$ cat config.mk
export PLATFORM = sky130hd
export DESIGN_NAME = logic_shift_sequencer_flat
export DESIGN_NICKNAME = d
export VERILOG_FILES = /design/src/rtl/logic_shift_pkg.sv /design/src/rtl/logic_shift_sequencer_if.sv /design/src/rtl/logic_shift.sv /design/src/rtl/logic_shift_sequencer.sv /design/src/flat_wrapper.sv
export SDC_FILE = /design/constraint.sdc
export NUM_CORES = 1
export LEC_CHECK = 0
export CORE_MARGIN = 10
export CORE_UTILIZATION = 54
export CTS_CLUSTER_DIAMETER = 200
export DETAILED_ROUTE_END_ITERATION = 8
export PLACE_DENSITY = 0.82
export SETUP_SLACK_MARGIN = 0.15
export SYNTH_ARGS = -nofsm -noshare
export SYNTH_HDL_FRONTEND = slang
export SYNTH_SLANG_ARGS = --single-unit
$ cat constraint.sdc
create_clock -name clk -period 2.53 [get_ports clk]
set_input_delay 0.506 -clock clk [delete_from_list [all_inputs] [get_ports clk]]
set_output_delay 0.506 -clock clk [all_outputs]
set_load 0.05 [all_outputs]
$ cat src/rtl/logic_shift_pkg.sv
// rtl/logic_shift_pkg.sv - shared state encoding and step-size helper for the shift sequencer
package logic_shift_pkg;

    typedef enum logic [1:0] {
        IDLE  = 2'd0,
        SHIFT = 2'd1,
        DONE  = 2'd2
    } state_t;

    function automatic int max_step(input int shift_bit_num);
        return (1 << shift_bit_num) - 1;
    endfunction

endpackage

$ cat src/rtl/logic_shift_sequencer_if.sv
// rtl/logic_shift_sequencer_if.sv - request/result handshake bundle for logic_shift_sequencer
interface logic_shift_sequencer_if #(
    parameter int BIT_NUM        = 16,
    parameter int AMOUNT_BIT_NUM = 5
);
    logic                      in_valid;
    logic                      in_ready;
    logic [BIT_NUM-1:0]        in_data;
    logic [AMOUNT_BIT_NUM-1:0] in_amount;
    logic                      in_is_right;
    logic                      out_valid;
    logic                      out_ready;
    logic [BIT_NUM-1:0]        out_data;
    logic                      busy;

    modport master (
        output in_valid, in_data, in_amount, in_is_right, out_ready,
        input  in_ready, out_valid, out_data, busy
    );

    modport slave (
        input  in_valid, in_data, in_amount, in_is_right, out_ready,
        output in_ready, out_valid, out_data, busy
    );
endinterface

$ cat src/rtl/logic_shift.sv
// rtl/logic_shift.sv - single-pass combinational logical shifter with zero fill
module logic_shift #(
    parameter int BIT_NUM       = 16,
    parameter int SHIFT_BIT_NUM = 3
) (
    input  logic [BIT_NUM-1:0]       data_in,
    input  logic [SHIFT_BIT_NUM-1:0] shift_bit_num,
    input  logic                     is_right_shift,
    output logic [BIT_NUM-1:0]       data_out
);

    assign data_out = is_right_shift ? (data_in >> shift_bit_num)
                                     : (data_in << shift_bit_num);

endmodule

$ cat src/rtl/logic_shift_sequencer.sv
// rtl/logic_shift_sequencer.sv - splits a large shift request into bounded logic_shift passes
module logic_shift_sequencer
    import logic_shift_pkg::*;
#(
    parameter int BIT_NUM        = 16,
    parameter int SHIFT_BIT_NUM  = 3,
    parameter int AMOUNT_BIT_NUM = 5
) (
    input  logic                    clk,
    input  logic                    reset,
    logic_shift_sequencer_if.slave  bus
);

    localparam int MAX_STEP = max_step(SHIFT_BIT_NUM);
    localparam logic [AMOUNT_BIT_NUM-1:0] MAX_STEP_A = AMOUNT_BIT_NUM'(MAX_STEP);
    localparam logic [AMOUNT_BIT_NUM-1:0] BIT_NUM_A  = AMOUNT_BIT_NUM'(BIT_NUM);

    state_t                    state_q, state_d;
    logic [BIT_NUM-1:0]        data_q, data_d;
    logic [AMOUNT_BIT_NUM-1:0] remaining_q, remaining_d;
    logic                      dir_q, dir_d;

    logic [AMOUNT_BIT_NUM-1:0] step_w;
    logic [AMOUNT_BIT_NUM-1:0] clamped_w;
    logic [BIT_NUM-1:0]        shifted_w;

    logic_shift #(
        .BIT_NUM       (BIT_NUM),
        .SHIFT_BIT_NUM (SHIFT_BIT_NUM)
    ) u_logic_shift (
        .data_in        (data_q),
        .shift_bit_num  (step_w[SHIFT_BIT_NUM-1:0]),
        .is_right_shift (dir_q),
        .data_out       (shifted_w)
    );

    // Anything at or beyond the word width shifts every bit out, so cap it there.
    assign clamped_w = (bus.in_amount > BIT_NUM_A) ? BIT_NUM_A : bus.in_amount;
    assign step_w    = (remaining_q > MAX_STEP_A) ? MAX_STEP_A : remaining_q;

    always_comb begin
        state_d     = state_q;
        data_d      = data_q;
        remaining_d = remaining_q;
        dir_d       = dir_q;
        case (state_q)
            IDLE: begin
                if (bus.in_valid) begin
                    data_d      = bus.in_data;
                    dir_d       = bus.in_is_right;
                    remaining_d = clamped_w;
                    state_d     = (clamped_w == '0) ? DONE : SHIFT;
                end
            end
            SHIFT: begin
                data_d      = shifted_w;
                remaining_d = remaining_q - step_w;
                if (remaining_q == step_w) begin
                    state_d = DONE;
                end
            end
            DONE: begin
                if (bus.out_ready) begin
                    state_d = IDLE;
                end
            end
            default: state_d = IDLE;
        endcase
    end

    always_ff @(posedge clk or negedge reset) begin
        if (!reset) begin
            state_q     <= IDLE;
            data_q      <= '0;
            remaining_q <= '0;
            dir_q       <= 1'b0;
        end else begin
            state_q     <= state_d;
            data_q      <= data_d;
            remaining_q <= remaining_d;
            dir_q       <= dir_d;
        end
    end

    assign bus.in_ready  = (state_q == IDLE);
    assign bus.out_valid = (state_q == DONE);
    assign bus.out_data  = data_q;
    assign bus.busy      = (state_q == SHIFT) || (state_q == DONE);

endmodule

$ cat src/flat_wrapper.sv
// flat-port wrapper written by rule: the top's interface ports become plain ports
module logic_shift_sequencer_flat import logic_shift_pkg::*;
#(
    parameter int BIT_NUM        = 16,
    parameter int SHIFT_BIT_NUM  = 3,
    parameter int AMOUNT_BIT_NUM = 5
)
  (clk, reset, bus_in_valid, bus_in_data, bus_in_amount, bus_in_is_right, bus_out_ready, bus_in_ready, bus_out_valid, bus_out_data, bus_busy);
  logic_shift_sequencer_if #(.BIT_NUM(BIT_NUM), .AMOUNT_BIT_NUM(AMOUNT_BIT_NUM)) bus_i ();
  input  logic clk;
  input  logic reset;
  input wire logic [$bits(bus_i.in_valid)-1:0] bus_in_valid;
  input wire logic [$bits(bus_i.in_data)-1:0] bus_in_data;
  input wire logic [$bits(bus_i.in_amount)-1:0] bus_in_amount;
  input wire logic [$bits(bus_i.in_is_right)-1:0] bus_in_is_right;
  input wire logic [$bits(bus_i.out_ready)-1:0] bus_out_ready;
  output wire logic [$bits(bus_i.in_ready)-1:0] bus_in_ready;
  output wire logic [$bits(bus_i.out_valid)-1:0] bus_out_valid;
  output wire logic [$bits(bus_i.out_data)-1:0] bus_out_data;
  output wire logic [$bits(bus_i.busy)-1:0] bus_busy;
  assign bus_i.in_valid = bus_in_valid;
  assign bus_i.in_data = bus_in_data;
  assign bus_i.in_amount = bus_in_amount;
  assign bus_i.in_is_right = bus_in_is_right;
  assign bus_i.out_ready = bus_out_ready;
  assign bus_in_ready = bus_i.in_ready;
  assign bus_out_valid = bus_i.out_valid;
  assign bus_out_data = bus_i.out_data;
  assign bus_busy = bus_i.busy;
  logic_shift_sequencer #(.BIT_NUM(BIT_NUM), .SHIFT_BIT_NUM(SHIFT_BIT_NUM), .AMOUNT_BIT_NUM(AMOUNT_BIT_NUM)) u_core (.clk(clk), .reset(reset), .bus(bus_i));
endmodule
Yosys cells after proc, flatten, opt, wreduce, memory -nomap -nowiden
Index checks and enable logic that the tools add are counted.
Widths: inputs -> output; s select.
{"block": "word_totals", "reg_bits": 24, "input_bits": 26, "output_inout_bits": 19, "elab_cells": 34}
{"block": "op_classes", "n_addsub": 1, "n_lt_le_gt_ge": 2, "eq_ne": 6, "n_shift": 2, "muxes": 12, "reduce_logical": 7}
{"operator": "$mux 16", "n": 2}
{"operator": "$pmux 16 s2", "n": 1}
{"operator": "$shl 16x3->16", "n": 1}
{"operator": "$shr 16x3->16", "n": 1}
{"operator": "$mux 5", "n": 3}
{"operator": "$pmux 5 s2", "n": 1}
{"operator": "$mux 2", "n": 4}
{"operator": "$pmux 2 s3", "n": 1}
{"operator": "$eq 5x5->1", "n": 1}
{"operator": "$gt 5x3->1 const B", "n": 1}
{"operator": "$gt 5x5->1 const B", "n": 1}
{"operator": "$logic_not 5->1", "n": 1}
{"operator": "$sub 5x5->5", "n": 1}
{"operator": "$ne 2x2->1 const B", "n": 2}
{"operator": "$reduce_and 2->1", "n": 2}
{"operator": "$reduce_and 3->1", "n": 1}
{"operator": "$eq 2x1->1 const B", "n": 1}
{"operator": "$eq 2x2->1 const B", "n": 1}
{"operator": "$logic_not 2->1", "n": 1}
{"operator": "$ne 2x1->1 const B", "n": 1}
{"operator": "$reduce_bool 2->1", "n": 1}
{"operator": "$logic_or 1x1->1", "n": 1}

Depth between registers and ports, before layout
Gate-level depths: netlist (run 1).
{"block": "logic_depth", "word_depth": 6, "depth_mapped": 10, "depth_no_buf": 7}

Hierarchy
Synthesis (run 1) repeated with hierarchy kept, for this count alone.
{"block": "unflattened", "cells_unflattened": 282, "hier_area_um2": 2409.8}
{"mod": "logic_shift_sequencer", "instances": 1, "cells_per_inst": 128, "area_per_inst_um2": 1272.5, "seq_area_each_um2": 600.6}
{"mod": "logic_shift", "instances": 1, "cells_per_inst": 154, "area_per_inst_um2": 1137.3, "seq_area_each_um2": 0.0}

Worst setup path before layout (run 1)
No wires, ideal clock.
{"block": "synth_path", "kind": "register -> register", "startpoint": "register u_core.state_q[0]", "endpoint": "register u_core.data_q[15] (netlist: u_core.bus.out_data[15])", "setup_ps": 137, "arrival_time_ps": 1956, "required_ps": 2393, "path_slack_ps": 437, "path_stages_with_launch": 8, "n_path_buf": 0, "period_less_slack_ps": 2093, "path_cell_list": "dfrtp_1 > inv_1 > ha_1 > nand2_1 > o21ai_1 > o21ai_0 > a32oi_1 > o31ai_1"}
{"block": "synth_via", "elab_chain_len": 3, "word_cells_on_any_way": 6, "classes_between": "2 x eq/ne; 1 x mux; 3 x reduce/logical"}
{"element": "from (decl)", "line": "logic_shift_sequencer.sv:18", "rtl": "state_t state_q, state_d;"}
{"element": "from (signal assigned)", "line": "logic_shift_sequencer.sv:78", "rtl": "state_q <= state_d;"}
{"element": "$logic_not 2->1 (*)"}
{"element": "net bus_in_ready", "line": "flat_wrapper.sv:17", "rtl": "output wire logic [$bits(bus_i.in_ready)-1:0] bus_in_ready;"}
{"element": "$ne 2x2->1 (no source line) or $reduce_bool 2->1 (tied branches)"}
{"element": "$reduce_and 2->1 (no source line)"}
{"element": "to (signal assigned)", "line": "logic_shift_sequencer.sv:79", "rtl": "data_q <= data_d;"}
{"element": "to (decl)", "line": "logic_shift_sequencer.sv:19", "rtl": "logic [BIT_NUM-1:0] data_q, data_d;"}
Mark *: on every way through the listed nets, which the timed path passes. The rest lies on a longest branch.
A chain may end at the register's enable or synchronous reset.

Final worst setup path (run 1)
{"block": "layout_path", "startpoint": "register u_core.state_q[0]", "endpoint": "output port bus_busy"}
{"block": "layout_via", "elab_chain_len": 2, "word_cells_on_any_way": 3, "classes_between": "2 x eq/ne; 1 x reduce/logical"}
{"element": "$eq 2x1->1 or $eq 2x2->1 (tied branches)", "line": "logic_shift_sequencer.sv:88", "rtl": "assign bus.busy = (state_q == SHIFT) || (state_q == DONE);"}
{"element": "$logic_or 1x1->1 (*)", "line": "logic_shift_sequencer.sv:88"}
{"element": "to (decl)", "line": "flat_wrapper.sv:20", "rtl": "output wire logic [$bits(bus_i.busy)-1:0] bus_busy;"}
Every way passes the cells marked *; elsewhere a longest branch is shown, timed or not.

==> impl_results.md, run 1 <==
* Layout cell share with drive strength beyond 1 at 12.6%
* CORE AREA at 4440 µm²
* H-tree levels at 1
* Postcts setup bufs at 0
* Cts-stage hold buffer count at 0
* Vias in the first global route at 2,747
* Pin count of the biggest net entering global routing at 25
* Crit start category: flop
* EDFF count, synth at 0
* Max_cap viols at 0
* Fmax achieved at 0.435 GHz
* Total track usage at 23.0%
* Deepest clock path buffer count at 2
* #FFs+latches synth at 24
* Syn_area_per_cell at 7.64 µm²
* CTS tree: done
* Aggregate negative setup slack at 0 ps
* Root Buffer: clkbuf_8
* CP max FO at 3
* Slew Limit Headroom at 51.6%
* 1st-iter DRT viols at 497
* Row count at 24
* DR DRC count at 0
* Fin. Hold Viols at 0
* Detailed-route via count at 3,007
* WL final at 9010 µm
* Setup violators final at 0
* Final HPWL DP at 6680 µm
* GP Congestion at 1.02
* NumNets Final at 396
* M1 WL at 3670 µm
* Vias per inst at 7.21
* Slew Limit Fails at 0
* Most common cell after layout, fill and taps aside: clkdlybuf4s50_1
* Max layer used: met4
* First-pass GRT wire length at 14,300 µm
* Sink Count at 24
* Ys Warns at 0
* Initial antenna violation count at 0
* Area Overhead vs Synth at 21.2%
* Worst hold path class: reg -> reg
* Post-synthesis cell area at 2520 µm²
* Asr flop ratio synth at 100%
* RSZ-0062 raised after global routing: false
* Critical Path End Type: output port
* Seq/Total Area, Yosys at 23.8%
* Outcome: completed
* 1st-pass router iterations at 6
* Most frequent cells in the layout: clkdlybuf4s50_1, o21ai_0, nand2_1
* Final min period at 2300 ps
* # IOs at 45
* CP arrival at 1790 ps
* Period utilization at 90.8%
* Unique cell type count in the Yosys netlist at 60
* IO buf count at 44
* Synth Flop Type: dfrtp_1
* Met2 routed WL at 3980 µm
* Overflow after GRT at 0
* Starting density of the core at 56.7%
* ANT cells at 0
* Wire per inst at 21.6 µm
* CTS Buf Count at 3
* Worst-Skew Late Latency at 280 ps
* WS Path Type: reg -> out
* Die width at 88.3 µm
* Wire length on met3 at 1020 µm
* Full die area at 7800 µm²
* Post-Synthesis Cells at 330
* Worst Tran Pin Value at 723 ps
* Clk_skew at 7.26 ps
* Syn Nets at 360
* Critical Path RT at 2020 ps
* Resize count post-CTS at 0
* Post-DRT Antenna Nets at 0
* CTS clk-pin slew, worst paths at 90 ps
* Die height at 88.3 µm
==> worst paths after layout <==
kind                                                 to             startpoint  slack, ps  cells after the start
worst max-delay path                           bus_busy      u_core.state_q[0]        230                      3
worst min-delay path                  u_core.state_q[0]      u_core.state_q[0]        550                      1
worst max register to register  u_core.bus.out_data[14]  u_core.remaining_q[4]        360                      6
worst min register to register        u_core.state_q[0]      u_core.state_q[0]        550                      1
max in group asynchronous         u_core.remaining_q[4]                  reset       1670                      2
min in group asynchronous        u_core.bus.out_data[2]                  reset        600                      2
==> Yosys cell counts (all sizes together), types with 7 or more instances <==
cell type / number / share of area [%]
a22oi: 9 / 2.7
clkbuf: 17 / 2.5
nor3: 13 / 3.4
a21oi: 30 / 6.0
dfrtp: 24 / 24
a31oi: 8 / 2.0
o22ai: 12 / 3.2
nand2: 32 / 4.8
nor2: 23 / 3.5
a221oi: 7 / 2.9
o21ai: 36 / 7.1
or3: 15 / 3.9
buf: 15 / 4.0
==> registers in the layout (all words and copies together), names as in the netlist <==
| register | count |
|---|---|
| u_core.bus.out_data | 16 |
| u_core.remaining_q | 5 |
| u_core.state_q | 2 |
| u_core.dir_q | 1 |
==> per-layer routing <==
layer	global-route usage (%)	vias to the layer above
li1	-	1339
met1	31.8	1406
met2	33.8	221
met3	4.14	41
met4	10.6	0
met5	0	-
==> through the flow <==
stage | setup slack (ps) | hold slack, ps | instance area [µm²] | util (%) | std cells
floorplan | 437 | 210 | 2520 | - | 330
global placement | 458 | 528 | 3000 | 67.5 | 413
detailed placement | 433 | 538 | 3000 | 67.5 | 413
CTS | 206 | 560 | 3060 | 68.8 | 417
global route | 152 | 594 | 3060 | 68.8 | 417
finish | 232 | 553 | 3060 | 68.8 | 417
==> worst max-delay path, cell delays in order (launching register included) <==
cell and delay (ps):
dfrtp_1 380, inv_1 70, ha_1 270, clkdlybuf4s50_1 800
==> cell type report <==
type                       count  area (µm²)
multi-input combinational    267        1730
fill                         383        1390
sequential                    24         601
timing repair buffer          63         581
tap                           52        65.1
clock buffer                   4        55.1
inverter                       7        26.3
==> cells by family after synthesis <==
family	Yosys count	share of synthesized area, %
AOI/OAI and AO/OA	134	35.2
and+or+nand+nor	115	24.1
buffers and inverters	39	7.59
DFF	24	23.8
muxes	14	7.30
adders and majority gates	4	1.99
Power of run 1 is not shown: default switching activity piles up to over one toggle a cycle in this logic, so the estimate is an artifact.
==> run 2, diff against run 1 <==
- CTS_CLUSTER_SIZE: unset -> 24
==> results of run 2 <==
The final DEF is identical to that of run 1; final timing and power are the same.
Power of run 2 is left out for the same reason.
==> RTL change 1, RTL diff (settings of run 1) <==
`data_q` no longer has a reset.
--- a/src/rtl/logic_shift_sequencer.sv
+++ b/src/rtl/logic_shift_sequencer.sv
@@ -73,3 +73,2 @@
             state_q     <= IDLE;
-            data_q      <= '0;
             remaining_q <= '0;
@@ -78,3 +77,2 @@
             state_q     <= state_d;
-            data_q      <= data_d;
             remaining_q <= remaining_d;
@@ -82,2 +80,6 @@
         end
+    end
+
+    always_ff @(posedge clk) begin
+        data_q <= data_d;
     end
Check against the original RTL: not equivalent (a bounded check fails within 4 cycles, from zero or initial values and one cycle with reset low).
==> RTL change 1 against run 1 <==
Setup slack worse by 0.012 ns; area after synthesis is 6.4% lower; largest cell class unchanged; wire length is 4.2% higher; sequential cell count stayed put; cell area is 1.7% lower.
Power is left out: the tool's default activity adds up to more than one toggle a clock period on the data nets, which glitch-free logic cannot reach.
==> RTL change 1: results (changes against run 1) <==
| Metric | Value |
|---|---|
| Grt met2 use | 0.379 (was 0.338) |
| Routed WL per cell | 23.4 um (was 21.6 um) |
| Max stage delay cell, worst path | or3_1 (was clkdlybuf4s50_1) |
| Flop-to-flop setup slack | 0.22 ns (was 0.36 ns) |
| Root buffer cell | clkbuf_8 (unchanged) |
| Total Wirelength | 9390 um (was 9010 um) |
| Met3 Use GR | 0.0728 (was 0.0414) |
| Fmax | 433 MHz (was 435 MHz) |
| Ys flop type | edfxtp_1 (was dfrtp_1) |
| Post-DP Area | 0.00294 mm^2 (was 0.00300 mm^2) |
| Setup WS pre-CTS | 0.187 ns (was 0.433 ns) |
| Met1 Usage GRT | 0.316 (was 0.318) |
| Fillers | 348 (was 383) |
| Global Route Usage Sum | 0.247 (was 0.230) |
| Status | finished, final reports clean (unchanged) |
| Placed insts | 398 (was 413) |
| List of most frequent post-synthesis cells | nand2_1 (29), nor2_1 (26), o21ai_0 (23) (was o21ai_0 (34), nand2_1 (32), a21oi_1 (30)) |
| Final Wtd Congestion | 1.01 (was 1.02) |
| First-pass GRT wire length | 14900 um (was 14300 um) |
| FFs w/ async S/R, synth | 0.333 (was 1.00) |
| Post-synth EDFFs | 16 (was 0) |
| Avg Cell Area, Syn | 7.74 um^2 (was 7.64 um^2) |
| Hpwl dp | 6910 um (was 6680 um) |
| Yosys cell types | 56 (was 60) |
| DR iter-0 viols | 444 (was 497) |
| Worst path max stage delay | 0.49 ns (was 0.80 ns) |
| Rel. slew slack | 0.329 (was 0.516) |
| CP arrival | 2.34 ns (was 1.79 ns) |
| CTS max path bufs | 2 (unchanged) |
| Min Hold Slack | 0.521 ns (was 0.553 ns) |
| Hold Path Class | input pin to asynchronous set/reset pin (was register to register) |
| CTS clk-pin slew, worst paths | 0.09 ns (about the same) |
| Seq/Total Area, Yosys | 0.288 (was 0.238) |
| DR pass1 iterations | 5 (was 6) |
| Syn Nets | 335 (was 360) |
| Ant. Diodes | 0 (unchanged) |
| Vias in the first global route | 2739 (was 2747) |
| H-Tree Depth | 1 (unchanged) |
| Max FO, Critical Path | 8 (was 3) |
| Largest net degree at the start of global routing | 25 (unchanged) |
| Final clock skew | 0.00735 ns (was 0.00726 ns) |
| Nets | 383 (was 396) |
| Top post-synthesis cells by area | edfxtp_1 (20%), dfrtp_1 (8.5%), o21ai_0 (4.9%), nand2_1 (4.6%), nor2_1 (4.1%) (was dfrtp_1 (24%), o21ai_0 (6.7%), a21oi_1 (6.0%), nand2_1 (4.8%), or3_1 (3.5%)) |
| Setup repair bufs after CTS | 0 (unchanged) |
| Share of cells above drive strength 1 | 0.119 (was 0.126) |
| Vias | 2879 (was 3007) |
| Layout area overhead | 27.3% (was 21.2%) |
## RTL change 1: changes by cell type in the layout (fill, tap and decap cells not counted), sizes merged, moves of 5 or more
cell    change
dfrtp      -16
o21ai      -11
edfxtp     +16
a21oi      -12
buf         +7
a22oi       -5
or3        -12
o221ai      +5
nand3       +5
o32a        +5
## RTL change 1: layer usage
layer	wire [um]	share of wire
met1	3640	0.39
met2	4240	0.45
met3	1170	0.12
met4	331	0.035
met5	0	0
## RTL change 1: final cells by class
type,instances,area share
multi-input cells,243,0.506
flip-flops and latches,24,0.226
repair buffers,71,0.216
well taps,50,0.0208
clock buffers,4,0.0183
inverters,10,0.0125
## RTL change 1: cell families after synthesis
group	count (synthesis)	share of synthesized area
DFF	24	0.288
buffers and inverters	38	0.0710
and+or+nand+nor	113	0.237
muxes	8	0.0360
adders and majority gates	4	0.0212
AOI/OAI and AO/OA	118	0.346
## RTL change 1: final timing paths
path                                       start                endpoint  cells past startpoint
hold / removal                             reset            u_core.dir_q                      1
max in group asynchronous                  reset   u_core.remaining_q[4]                      1
setup / recovery           u_core.remaining_q[3]  u_core.bus.out_data[5]                      7
min in group clk               u_core.state_q[0]       u_core.state_q[0]                      2
hold reg to reg                u_core.state_q[0]       u_core.state_q[0]                      2
setup reg to reg           u_core.remaining_q[3]  u_core.bus.out_data[5]                      7
## RTL change 1: worst max-delay path, delay by kind of cell, from the launching register on
kind,cells,cell delay [ns]
buffers and inverters,2,0.41
flip-flops,1,0.42
AND/OR/NAND/NOR,1,0.49
AO/OA/AOI/OAI,4,0.74
## RTL change 1: repair_timing
item,in CTS,in global routing
hold endpoints to repair,0,0
resized for setup,0,4
endpoints found under the setup margin,0,4
==> RTL change 2, RTL diff (config.mk and constraints of run 1) <==
Made on the original files. `BIT_NUM` is set to 16 in 4 places; all go to 32.
--- a/src/rtl/logic_shift_sequencer_if.sv
+++ b/src/rtl/logic_shift_sequencer_if.sv
@@ -2,3 +2,3 @@
 interface logic_shift_sequencer_if #(
-    parameter int BIT_NUM        = 16,
+    parameter int BIT_NUM        = 32,
     parameter int AMOUNT_BIT_NUM = 5
--- a/src/rtl/logic_shift.sv
+++ b/src/rtl/logic_shift.sv
@@ -2,3 +2,3 @@
 module logic_shift #(
-    parameter int BIT_NUM       = 16,
+    parameter int BIT_NUM       = 32,
     parameter int SHIFT_BIT_NUM = 3
--- a/src/rtl/logic_shift_sequencer.sv
+++ b/src/rtl/logic_shift_sequencer.sv
@@ -4,3 +4,3 @@
 #(
-    parameter int BIT_NUM        = 16,
+    parameter int BIT_NUM        = 32,
     parameter int SHIFT_BIT_NUM  = 3,
--- a/src/flat_wrapper.sv
+++ b/src/flat_wrapper.sv
@@ -3,3 +3,3 @@
 #(
-    parameter int BIT_NUM        = 16,
+    parameter int BIT_NUM        = 32,
     parameter int SHIFT_BIT_NUM  = 3,
Ports: changed (resized bus_in_data and bus_out_data); port bits go from 45 to 77. No check against the original RTL was run, so the function may have changed too.
==> RTL change 2 against run 1 <==
Wire length up 130%; sequential cell count up 16; cell area up 95%; first-iteration DRC count up 53%; area after synthesis up 100%; setup slack worse by 0.051 ns; non-clock buffer count up 70; critical endpoint is now bus_out_data[8]; highest routed layer unchanged.
==> RTL change 2: results (changes against run 1) <==
| Metric | Value |
|---|---|
| Status | finished, final reports clean (unchanged) |
| Worst Setup SP | u_core.bus.out_data[8] (was u_core.state_q[0]) |
| Nets | 784 (was 396) |
| Placed insts | 842 (was 413) |
| H-Tree Depth | 2 (was 1) |
| Inverters, non-clock | 6 (was 7) |
| Worst slew pin tran | 0.675 ns (was 0.723 ns) |
| RR Endpoint | u_core.bus.out_data[7] (was u_core.bus.out_data[14]) |
| Register area | 0.00100 mm^2 (was 601 um^2) |
| Signal buffers | 133 (was 63) |
| Syn Nets | 726 (was 360) |
| CP arrival | 1.84 ns (was 1.79 ns) |
| Met3 Use GR | 0.0863 (was 0.0414) |
| Seq_cells | 40 (was 24) |
| List of most frequent post-synthesis cells | o21ai_0 (87), nand2_1 (53), a21oi_1 (45) (was o21ai_0 (34), nand2_1 (32), a21oi_1 (30)) |
| Hpwl dp | 15000 um (was 6680 um) |
| PortBufs | 71 (was 44) |
| Min Hold Slack | 0.227 ns (was 0.553 ns) |
| Largest net degree at the start of global routing | 48 (was 25) |
| Data buffer area share | 0.203 (was 0.190) |
| DR pass1 iterations | 8 (was 6) |
| Global Route Usage Sum | 0.306 (was 0.230) |
| Final worst setup slack | 0.181 ns (was 0.232 ns) |
| Setup WS pre-CTS | 0.307 ns (was 0.433 ns) |
| Vias in the first global route | 5745 (was 2747) |
| Max reg flops | 32 (was 16) |
| Post-DP Area | 0.00587 mm^2 (was 0.00300 mm^2) |
| FP Rows | 35 (was 24) |
| Met1 WL | 8270 um (was 3670 um) |
| Multi-input combinational cell area | 0.00350 mm^2 (was 0.00173 mm^2) |
| Total Wirelength | 20900 um (was 9010 um) |
| Clk tree area frac | 0.0130 (was 0.0180) |
| Worst path max stage delay | 0.90 ns (was 0.80 ns) |
| Flop-to-flop setup slack | 0.39 ns (was 0.36 ns) |
| Total CTS buffers | 5 (was 3) |
| First-pass GRT wire length | 33000 um (was 14300 um) |
| Crit path to | bus_out_data[8] (was bus_busy) |
| Fillers | 821 (was 383) |
| Max FO, Critical Path | 11 (was 3) |
## RTL change 2: cell types whose count changed after synthesis, moves of 12 or more
| cell | delta |
|---|---|
| a21oi_1 | +15 |
| or3_1 | +13 |
| nand2_1 | +21 |
| nor2_1 | +16 |
| o21ai_0 | +53 |
| a31oi_1 | +21 |
| nor2b_1 | +24 |
| dfrtp_1 | +16 |
| o2111ai_1 | +12 |
| nor4_1 | +17 |
| clkbuf_1 | +15 |
| nand3_1 | +23 |
| buf_6 | +15 |
| mux2i_1 | +20 |
## RTL change 2: kinds of logic (layout without fill, tap and decap cells)
logic type	after synthesis	count (layout)	share of synthesized area
fa+ha+maj	4	4	0.00993
mux	32	32	0.0650
compound gates	268	268	0.345
buf+inv	88	146	0.109
simple gates	248	248	0.272
flops	40	40	0.199
## RTL change 2: worst reg2reg max path, cell delays in order (launching register included)
cell and delay, ns:
dfrtp_1 0.42, buf_4 0.23, nor3_2 0.09, nor2_1 0.54
buf_4 0.32, o2111ai_1 0.12, o21ai_0 0.17, o21a_1 0.19
